===== config.mk =====
export PLATFORM = sky130hd
export DESIGN_NAME = mux4_sel
export DESIGN_NICKNAME = d
export VERILOG_FILES = /design/src/rtl/mux4_sel.sv
export SDC_FILE = /design/constraint.sdc
export NUM_CORES = 1
export LEC_CHECK = 0
export CORE_UTILIZATION = 23
export CTS_CLUSTER_SIZE = 25
export DETAILED_ROUTE_END_ITERATION = 10
export HOLD_SLACK_MARGIN = 0.03
export PLACE_DENSITY = 0.68
export SLEW_MARGIN = 25
export SYNTH_ARGS = -nofsm -noshare
export SYNTH_HDL_FRONTEND = slang
export SYNTH_SLANG_ARGS = --single-unit

===== constraint.sdc =====
create_clock -name clk -period 1.95 [get_ports clk]
set_input_delay 0.4875 -clock clk [delete_from_list [all_inputs] [get_ports clk]]
set_output_delay 0.4875 -clock clk [all_outputs]
set_load 0.01 [all_outputs]

===== src/rtl/mux4_sel.sv =====
// 4-to-1 operand multiplexer: zero-latency combinational output plus a
// registered copy (word, select code, valid) for timing-critical consumers.
module mux4_sel #(
  parameter int unsigned      WIDTH     = 16,
  parameter logic [WIDTH-1:0] RESET_VAL = '0
) (
  input  logic             clk,
  input  logic             rst,
  input  logic [WIDTH-1:0] a,
  input  logic [WIDTH-1:0] b,
  input  logic [WIDTH-1:0] c,
  input  logic [WIDTH-1:0] d,
  input  logic [1:0]       selector,
  input  logic             en,
  output logic [WIDTH-1:0] out,
  output logic [WIDTH-1:0] out_q,
  output logic [1:0]       sel_q,
  output logic             valid_q
);

  logic [WIDTH-1:0] data_arr [4];
  logic [WIDTH-1:0] mux_word;

  logic [WIDTH-1:0] out_q_reg, out_q_next;
  logic [1:0]       sel_q_reg, sel_q_next;
  logic             valid_q_reg, valid_q_next;

  // Operand table indexed by select code: a=00, b=01, c=10, d=11.
  genvar gi;
  generate
    for (gi = 0; gi < 4; gi++) begin : g_operand
      if (gi == 0) begin : g_a
        assign data_arr[gi] = a;
      end else if (gi == 1) begin : g_b
        assign data_arr[gi] = b;
      end else if (gi == 2) begin : g_c
        assign data_arr[gi] = c;
      end else begin : g_d
        assign data_arr[gi] = d;
      end
    end
  endgenerate

  // The default arm covers 11; an unknown selector yields X in simulation
  // while synthesis treats that X as don't-care and folds it onto d.
  always_comb begin
    mux_word = '0;
    case (selector)
      2'b00:   mux_word = data_arr[0];
      2'b01:   mux_word = data_arr[1];
      2'b10:   mux_word = data_arr[2];
      default: mux_word = (selector == 2'b11) ? data_arr[3] : {WIDTH{1'bx}};
    endcase
  end

  assign out = mux_word;

  always_comb begin
    out_q_next   = out_q_reg;
    sel_q_next   = sel_q_reg;
    valid_q_next = valid_q_reg;
    if (en) begin
      out_q_next   = mux_word;
      sel_q_next   = selector;
      valid_q_next = 1'b1;
    end
  end

  // Reset takes priority over the capture enable.
  always_ff @(posedge clk) begin
    if (rst) begin
      out_q_reg   <= RESET_VAL;
      sel_q_reg   <= 2'b00;
      valid_q_reg <= 1'b0;
    end else begin
      out_q_reg   <= out_q_next;
      sel_q_reg   <= sel_q_next;
      valid_q_reg <= valid_q_next;
    end
  end

  assign out_q   = out_q_reg;
  assign sel_q   = sel_q_reg;
  assign valid_q = valid_q_reg;

endmodule


* Word level (Yosys, flattened, before mapping)
Index checks and enable logic that the tools add are counted.
Operators by class: eq/ne operators 3, multiplexer cells 2, reductions and logical operators 1
Operators with widths (number):
- $pmux 16 s3 | 1
- $mux 16 | 1
- $eq 2x2->1 const B | 2
- $eq 2x1->1 const B | 1
- $logic_not 2->1 | 1
Storage, ports and cells: flip-flop bits (word level) 19, input bits 69

* Longest topological paths before layout
Gate-level depths: netlist of run 1.
depth after elaboration 3, depth in mapped cells 5

* Worst setup path before layout of run 1
No wires, ideal clock.
path type input -> output, start input selector[0], end output out[1], data arrival time 1319 ps, required time 1462 ps, setup slack 143 ps, stages 4, path buffers 2, path through buf_2 buf_2 mux2i_1 mux2i_1
On the way: longest elaborated chain between the ends 2, elaborated cells between the ends (all ways) 4, classes of those cells eq/ne: 2; mux: 1; reduce/logical: 1
Ends and longest elaborated chain:
- start: declaration | line 13 | input logic [1:0] selector,
- $eq 2x2->1 (tied with other cells) | line 48 | case (selector)
- $pmux 16 s3 (*) | line 48
- end: declaration | line 15 | output logic [WIDTH-1:0] out,
Every way passes the cells marked *; elsewhere a longest branch is shown, timed or not.

* Worst setup path in the final report of run 1
start input selector[0], end output out[15]
Same word-level chain as after synthesis.

==> results.py, run 1 <==
metrics = {
    "placement": {
        "placed_area_um2": 2730,
        "place_ws_ns": -0.511,
        "post-dp-hpwl_um": 3300,
        "dpl.cell_count": 325,
        "port_buffers": 103,
        "gp_congestion": 0.683,
    },
    "logic_synthesis": {
        "syn-num-nets": 189,
        "yosysTopAreaCell": "mux2i_1",
        "synth_area_um2": 1350,
        "syn_area_per_cell_um2": 11.2,
        "ys_seq_elements": 19,
        "synth_area_leaders": "mux2i_1, dfxtp_1, o221ai_2",
        "yosysUniqueCellTypes": 13,
        "ys_seq_area_share_pct": 28.3,
        "yosys_warnings": 0,
        "postSynthCellCount": 120,
        "yosysTopAreaCellShare_pct": 37.2,
    },
    "run": {
        "cap_violations": 0,
    },
    "cells_and_area": {
        "ff_latch_area_um2": 380,
        "final_common_cell": "clkdlybuf4s50_1",
        "final_cells": 352,
        "area_delta_synth_final_pct": 121,
        "fin_nets": 350,
        "finalInstanceArea_um2": 2970,
        "mostFrequentLayoutCells": "clkdlybuf4s50_1, buf_4, mux2i_1, dfxtp_1, or3b_2",
        "n_antenna_cell": 0,
        "largest_reg_flops": 16,
        "utilization_pct": 53.2,
        "multiInputGateArea_um2": 931,
        "fillers": 508,
        "layout-drive-gt1-share_pct": 44.3,
    },
    "timing": {
        "slew_violations": 0,
        "timing.fmax_mhz": 511,
        "setup_violations": 1,
        "grt_setup_unrepaired": "yes",
        "finalClockSkew_ns": 0,
        "finalCriticalPeriod_ns": 1.96,
        "finalSetupTns_ns": -0.00759,
        "worst_slack_ns": -0.00759,
        "hold_viol_final": 0,
        "slew_headroom_pct": 86.4,
        "whs_ns": 0.473,
        "period_share_pct": 100,
        "tightest_slew_ns": 0.199,
    },
    "grt": {
        "grt_max_degree": 21,
        "grt_pass1_vias": 1558,
        "track_usage_pct": 14.9,
        "grt.overflow.total": 0,
        "grt_pass1_wl_um": 7360,
        "antenna_found_initial": 0,
    },
    "clock_network": {
        "cts_buffers": 3,
        "clock_path_buffers": 2,
        "clk_pin_slew_worst_paths_ns": 0.07,
        "cts_sinks": 19,
        "ctsHtreeMaxLevel": 1,
        "insertion_delay_ns": 0.25,
        "cts_tree": "built",
        "root_buffer": "clkbuf_8",
        "postCtsHoldBufs": 0,
    },
    "routing": {
        "vias": 1567,
        "wirelength_um": 4720,
        "avgViaCountPerCell": 4.45,
        "wl_per_cell_um": 13.4,
        "drt_iter0_markers": 14,
        "drt_first_pass_iters": 4,
        "ant_nets": 0,
        "drc": 0,
    },
    "min_path": {
        "hp-class": "reg2reg",
        "hold_end": "valid_q",
        "hp-start": "valid_q",
        "whs_path_depth": 2,
    },
    "critical_path": {
        "start_kind": "primary input",
        "r2r-end": "out_q[3]",
        "r2r_setup_slack_ns": 1.01,
        "arrival_ns": 1.47,
        "endpoint_kind": "primary output",
        "cp_data_required_time_ns": 1.46,
        "reg2reg_depth": 2,
        "path_max_fanout": 17,
        "r2r_start": "out_q[3]",
        "path_class": "in2out",
    },
    "floorplanning": {
        "core_um2": 5570,
        "die_w_um": 78.5,
        "die_h_um": 78.5,
        "start_util_pct": 24.1,
        "dieArea_um2": 6160,
        "num_rows": 27,
        "io_pins": 104,
    },
    "power_and_ir_drop": {
        "pwr-share-comb_pct": 47.0,
        "p_sw_share_pct": 26.9,
        "ir_drop_mv": 0.239,
        "clock_power_share_pct": 20.6,
        "leakagePower_nw": 1.29,
        "total_power_mw": 1.33,
        "power.switching_mw": 0.359,
        "pwr_density_cell_nw_per_um2": 449,
        "p_seq_share_pct": 32.4,
        "intPower_mw": 0.973,
    },
    "run_status": {
        "status": "finished, violations left",
        "violations": "negative setup slack",
    },
}
-- area by class of cell --
cell class	count	share of cell area [%]
Clock buffer	4	1.52
Tap cell	72	3.04
Multi-Input combinational cell	88	31.4
Timing Repair Buffer	169	51.3
Sequential cell	19	12.8
-- cell usage after synthesis (all sizes together) --
cell type	n
nand3b	1
dfxtp	19
buf	9
o221ai	16
clkbuf	4
or3b	17
mux2i	50
nor2	4
-- kinds of logic (layout without fill, tap and decap cells) --
| logic type | after synthesis | count (layout) | share of synthesized area [%] |
|---|---|---|---|
| simple gates | 22 | 22 | 12.7 |
| mux | 50 | 50 | 37.2 |
| flops | 19 | 19 | 28.3 |
| buf+inv | 13 | 173 | 6.70 |
| compound gates | 16 | 16 | 15.1 |
-- repair_timing --
| action | CTS | global route |
|---|---|---|
| endpoints found under the hold margin | 0 | 0 |
| gates cloned | 1 | 0 |
| gates resized for setup | 37 | 23 |
| buffers inserted | 15 | 7 |
| setup endpoints to repair | 16 | 16 |
-- power by group through the flow --
stage | registers (mW) | clock network (mW) | logic [mW]
final | 0.431 | 0.274 | 0.626
after global routing | 0.436 | 0.304 | 0.669
after CTS | 0.431 | 0.282 | 0.614
after detailed placement | 0.440 | 0 | 0.578
after global placement | 0.439 | 0 | 0.575
after floorplan | 0.454 | 0 | 0.190
-- routing by layer --
metal | wire length (µm) | up-vias | global-route usage, %
met3 | 368 | 4 | 3.60
li1 | - | 791 | -
met5 | 0 | - | 0
met2 | 2160 | 56 | 25.2
met1 | 2160 | 716 | 18.9
met4 | 29 | 0 | 3.70
-- critical path: stages --
cell and delay (ns):
buf_2 0.14, buf_12 0.19, mux2i_2 0.26, mux2i_1 0.09, dlygate4sd2_1 0.29
-- worst max-delay path by stage --
stage          depth (start not counted)   startpoint  endpoint  slack [ns]
2_1_floorplan                          4  selector[0]    out[1]        0.14
5_1_grt                                5  selector[0]   out[15]       -0.07
3_3_place_gp                           4  selector[1]   out[12]       -0.51
4_1_cts                                5  selector[0]   out[15]       -0.02
3_5_place_dp                           4  selector[1]    out[6]       -0.51
6_report                               5  selector[0]   out[15]      -0.008
Power figures use the tool's default switching activity.
==> inputs of run 2 (changes only) <==
--- a/config.mk
+++ b/config.mk
@@ -10,6 +10,7 @@
 export DETAILED_ROUTE_END_ITERATION = 10
 export HOLD_SLACK_MARGIN = 0.03
 export PLACE_DENSITY = 0.68
+export SKIP_CTS_REPAIR_TIMING = 1
 export SLEW_MARGIN = 25
 export SYNTH_ARGS = -nofsm -noshare
 export SYNTH_HDL_FRONTEND = slang
==> results.py, run 2 (synthesized netlist as in run 1, its figures left out) <==
metrics = {
    "clock_network": {
        "cts_sinks": 19,
        "cts_tree": "built",
        "ctsHtreeMaxLevel": 1,
        "clk_pin_slew_worst_paths_ns": 0.07,
        "insertion_delay_ns": 0.25,
        "clock_path_buffers": 2,
        "root_buffer": "clkbuf_8",
        "cts_buffers": 3,
    },
    "timing": {
        "slew_headroom_pct": 84.6,
        "finalClockSkew_ns": 0,
        "hold_viol_final": 0,
        "timing.fmax_mhz": 534,
        "slew_violations": 0,
        "finalCriticalPeriod_ns": 1.87,
        "tightest_slew_ns": 0.225,
        "whs_ns": 0.474,
        "period_share_pct": 96.0,
        "worst_slack_ns": 0.0789,
        "setup_violations": 0,
    },
    "grt": {
        "antenna_found_initial": 0,
        "grt.overflow.total": 0,
        "grt_pass1_wl_um": 6870,
        "track_usage_pct": 13.8,
        "grt_pass1_vias": 1474,
        "grt_max_degree": 21,
    },
    "routing": {
        "drt_iter0_markers": 10,
        "ant_nets": 0,
        "wirelength_um": 4440,
        "vias": 1492,
        "wl_per_cell_um": 13.1,
        "drc": 0,
        "drt_first_pass_iters": 3,
        "avgViaCountPerCell": 4.41,
    },
    "cells_and_area": {
        "fin_nets": 336,
        "multiInputGateArea_um2": 878,
        "n_antenna_cell": 0,
        "ff_latch_area_um2": 380,
        "finalInstanceArea_um2": 2900,
        "utilization_pct": 52.0,
        "final_common_cell": "clkdlybuf4s50_1",
        "layout-drive-gt1-share_pct": 31.6,
        "fillers": 519,
        "largest_reg_flops": 16,
        "mostFrequentLayoutCells": "clkdlybuf4s50_1, mux2i_1, buf_4, dfxtp_1",
        "area_delta_synth_final_pct": 116,
    },
    "critical_path": {
        "arrival_ns": 1.38,
        "path_max_fanout": 2,
        "cp_data_required_time_ns": 1.46,
        "start_kind": "primary input",
        "reg2reg_depth": 2,
        "endpoint_kind": "primary output",
        "path_class": "in2out",
    },
    "placement": {
        "place_ws_ns": -0.511,
        "post-dp-hpwl_um": 3300,
        "gp_congestion": 0.683,
        "placed_area_um2": 2730,
        "port_buffers": 103,
    },
    "power_and_ir_drop": {
        "total_power_mw": 1.28,
        "power.switching_mw": 0.337,
        "pwr-share-comb_pct": 45.3,
        "intPower_mw": 0.948,
        "p_sw_share_pct": 26.2,
        "p_seq_share_pct": 33.6,
        "ir_drop_mv": 0.232,
        "leakagePower_nw": 1.37,
        "pwr_density_cell_nw_per_um2": 443,
        "clock_power_share_pct": 21.2,
    },
    "min_path": {
        "whs_path_depth": 2,
        "hp-class": "reg2reg",
    },
    "run": {
        "cap_violations": 0,
    },
    "floorplanning": {
        "die_h_um": 78.5,
        "num_rows": 27,
        "start_util_pct": 24.1,
        "dieArea_um2": 6160,
        "die_w_um": 78.5,
        "core_um2": 5570,
        "io_pins": 104,
    },
    "run_status": {
        "status": "completed",
    },
}
==> run 2: per-layer routing <==
metal / vias up / GRT usage [%] / wire length, µm
met1: 674 / 17.5 / 2010
met2: 54 / 22.9 / 2050
met3: 4 / 3.49 / 354
met4: 0 / 3.70 / 29
met5: - / 0 / 0
li1: 760 / - / -
==> run 2: area by class of cell <==
type,instances,share of cell area [%]
clock buffers,4,1.55
well taps,72,3.11
flip-flops and latches,19,13.1
repair buffers,155,51.9
multi-input cells,88,30.3
==> run 2: power by group through the flow <==
stage	clock network (mW)	logic, mW	registers [mW]
after floorplan	0	0.190	0.454
after global placement	0	0.575	0.439
after detailed placement	0	0.578	0.440
after CTS	0.282	0.582	0.431
after global routing	0.304	0.623	0.436
final	0.272	0.582	0.431
==> run 2: path summary, 6_finish.rpt <==
check           start        to  slack, ns
min           valid_q   valid_q       0.47
min reg2reg   valid_q   valid_q       0.47
max reg2reg  out_q[3]  out_q[3]       1.01
max             d[10]   out[10]       0.08
==> run 2: stage by stage <==
step | cells | setup TNS, ns
floorplan | 120 | 0
global placement | 325 | -8.37
detailed placement | 325 | -8.40
CTS | 329 | -7.94
global route | 338 | -0.0260
finish | 338 | 0
==> run 2: critical path: stages <==
cell             delay, ns
clkdlybuf4s50_1       0.40
mux2i_1               0.21
mux2i_1               0.11
dlymetal6s2s_1        0.18
==> inputs of run 3 (changes only) <==
--- a/config.mk
+++ b/config.mk
@@ -8,8 +8,9 @@
 export CORE_UTILIZATION = 23
 export CTS_CLUSTER_SIZE = 25
 export DETAILED_ROUTE_END_ITERATION = 10
-export HOLD_SLACK_MARGIN = 0.03
+export HOLD_SLACK_MARGIN = 0.05
 export PLACE_DENSITY = 0.68
+export REMOVE_ABC_BUFFERS = 1
 export SKIP_CTS_REPAIR_TIMING = 1
 export SLEW_MARGIN = 25
 export SYNTH_ARGS = -nofsm -noshare
==> results.py, run 3 (synthesized netlist as in run 1, its figures left out) <==
metrics = {
    "cells_and_area": {
        "utilization_pct": 52.4,
        "layout-drive-gt1-share_pct": 33.5,
        "final_common_cell": "clkdlybuf4s50_1",
        "largest_reg_flops": 16,
        "fin_nets": 339,
        "finalInstanceArea_um2": 2920,
        "ff_latch_area_um2": 380,
        "fillers": 519,
        "n_antenna_cell": 0,
        "area_delta_synth_final_pct": 117,
        "mostFrequentLayoutCells": "clkdlybuf4s50_1, buf_4, mux2i_1, dfxtp_1, or3b_2",
        "multiInputGateArea_um2": 882,
    },
    "routing": {
        "vias": 1537,
        "drt_first_pass_iters": 2,
        "ant_nets": 0,
        "drt_iter0_markers": 18,
        "wl_per_cell_um": 13.8,
        "avgViaCountPerCell": 4.51,
        "drc": 0,
        "wirelength_um": 4700,
    },
    "timing": {
        "finalSetupTns_ns": 0,
        "finalClockSkew_ns": 0,
        "slew_violations": 0,
        "period_share_pct": 98.4,
        "setup_violations": 0,
        "tightest_slew_ns": 0.276,
        "slew_headroom_pct": 81.6,
        "finalCriticalPeriod_ns": 1.92,
        "whs_ns": 0.475,
        "timing.fmax_mhz": 521,
        "hold_viol_final": 0,
        "worst_slack_ns": 0.0308,
    },
    "placement": {
        "placed_area_um2": 2720,
        "post-dp-hpwl_um": 3340,
        "port_buffers": 103,
        "place_ws_ns": -0.556,
        "gp_congestion": 0.628,
    },
    "grt": {
        "grt_pass1_vias": 1521,
        "antenna_found_initial": 0,
        "grt_max_degree": 24,
        "track_usage_pct": 14.2,
        "grt.overflow.total": 0,
        "grt_pass1_wl_um": 7000,
    },
    "critical_path": {
        "reg2reg_depth": 2,
        "arrival_ns": 1.43,
        "critPathSlowestCell": "mux2i_1",
        "crit_path_frequent_cell": "mux2i_1",
        "cp_data_required_time_ns": 1.46,
        "path_cells": "buf_2 > buf_12 > mux2i_1 > mux2i_1 > dlymetal6s2s_1",
        "r2r_setup_slack_ns": 1.00,
        "endpoint_kind": "primary output",
        "r2r-end": "out_q[0]",
        "r2r_start": "out_q[0]",
        "path_max_fanout": 23,
        "start_kind": "primary input",
        "cpPeakStageDelay_ns": 0.29,
        "path_class": "in2out",
    },
    "min_path": {
        "hp-class": "reg2reg",
        "hold_end": "valid_q",
        "whs_path_depth": 2,
        "hp-start": "valid_q",
    },
    "floorplanning": {
        "die_h_um": 78.5,
        "die_w_um": 78.5,
        "num_rows": 27,
        "start_util_pct": 24.1,
        "dieArea_um2": 6160,
        "io_pins": 104,
        "core_um2": 5570,
    },
    "power_and_ir_drop": {
        "pwr_density_cell_nw_per_um2": 445,
        "leakagePower_nw": 1.38,
        "ir_drop_mv": 0.208,
    },
    "clock_network": {
        "cts_sinks": 19,
        "ctsHtreeMaxLevel": 1,
        "clk_pin_slew_worst_paths_ns": 0.07,
        "insertion_delay_ns": 0.25,
        "root_buffer": "clkbuf_8",
        "cts_tree": "built",
        "cts_buffers": 3,
        "clock_path_buffers": 2,
    },
    "run_status": {
        "status": "completed",
    },
    "run": {
        "cap_violations": 0,
    },
}
[run 3: worst max path at each step]
stage                start        to  slack (ns)  depth (start not counted)
3_3_place_gp   selector[1]   out[15]       -0.49                          4
6_report       selector[0]    out[8]        0.03                          5
5_1_grt        selector[0]    out[1]       -0.03                          5
2_1_floorplan  selector[1]  out_q[0]        0.51                          2
3_5_place_dp   selector[1]    out[6]       -0.56                          4
4_1_cts        selector[1]    out[6]       -0.55                          4
[run 3: where the power goes]
group          switching, mW  total, mW  internal [mW]
clock                  0.138      0.280          0.142
combinational          0.202      0.590          0.388
sequential            0.0139      0.432          0.418
total                  0.353       1.30          0.948
[run 3: cell type report]
cell class	count	area share [%]
flip-flops and latches	19	13.0
clock buffers	3	1.41
multi-input cells	88	30.2
clock inverters	1	0.171
repair buffers	158	52.1
well taps	72	3.08
[run 3: worst max-delay path: cells and delay by family]
family	cells	cell delay, ns
buffers and inverters	3	0.53
multiplexers	2	0.40
[run 3: stage by stage]
step                instances  total power [mW]
global placement          323              1.01
finish                    341              1.30
detailed placement        323              1.02
floorplan                 107             0.604
CTS                       327              1.30
global route              341              1.37
[run 3: metal layers]
layer / vias up / share of wire (%) / global-route usage [%]
met5: - / 0 / 0
met4: 0 / 0.32 / 2.78
met3: 2 / 8.7 / 4.53
met2: 63 / 50 / 25.9
met1: 709 / 41 / 16.1
li1: 763 / - / -
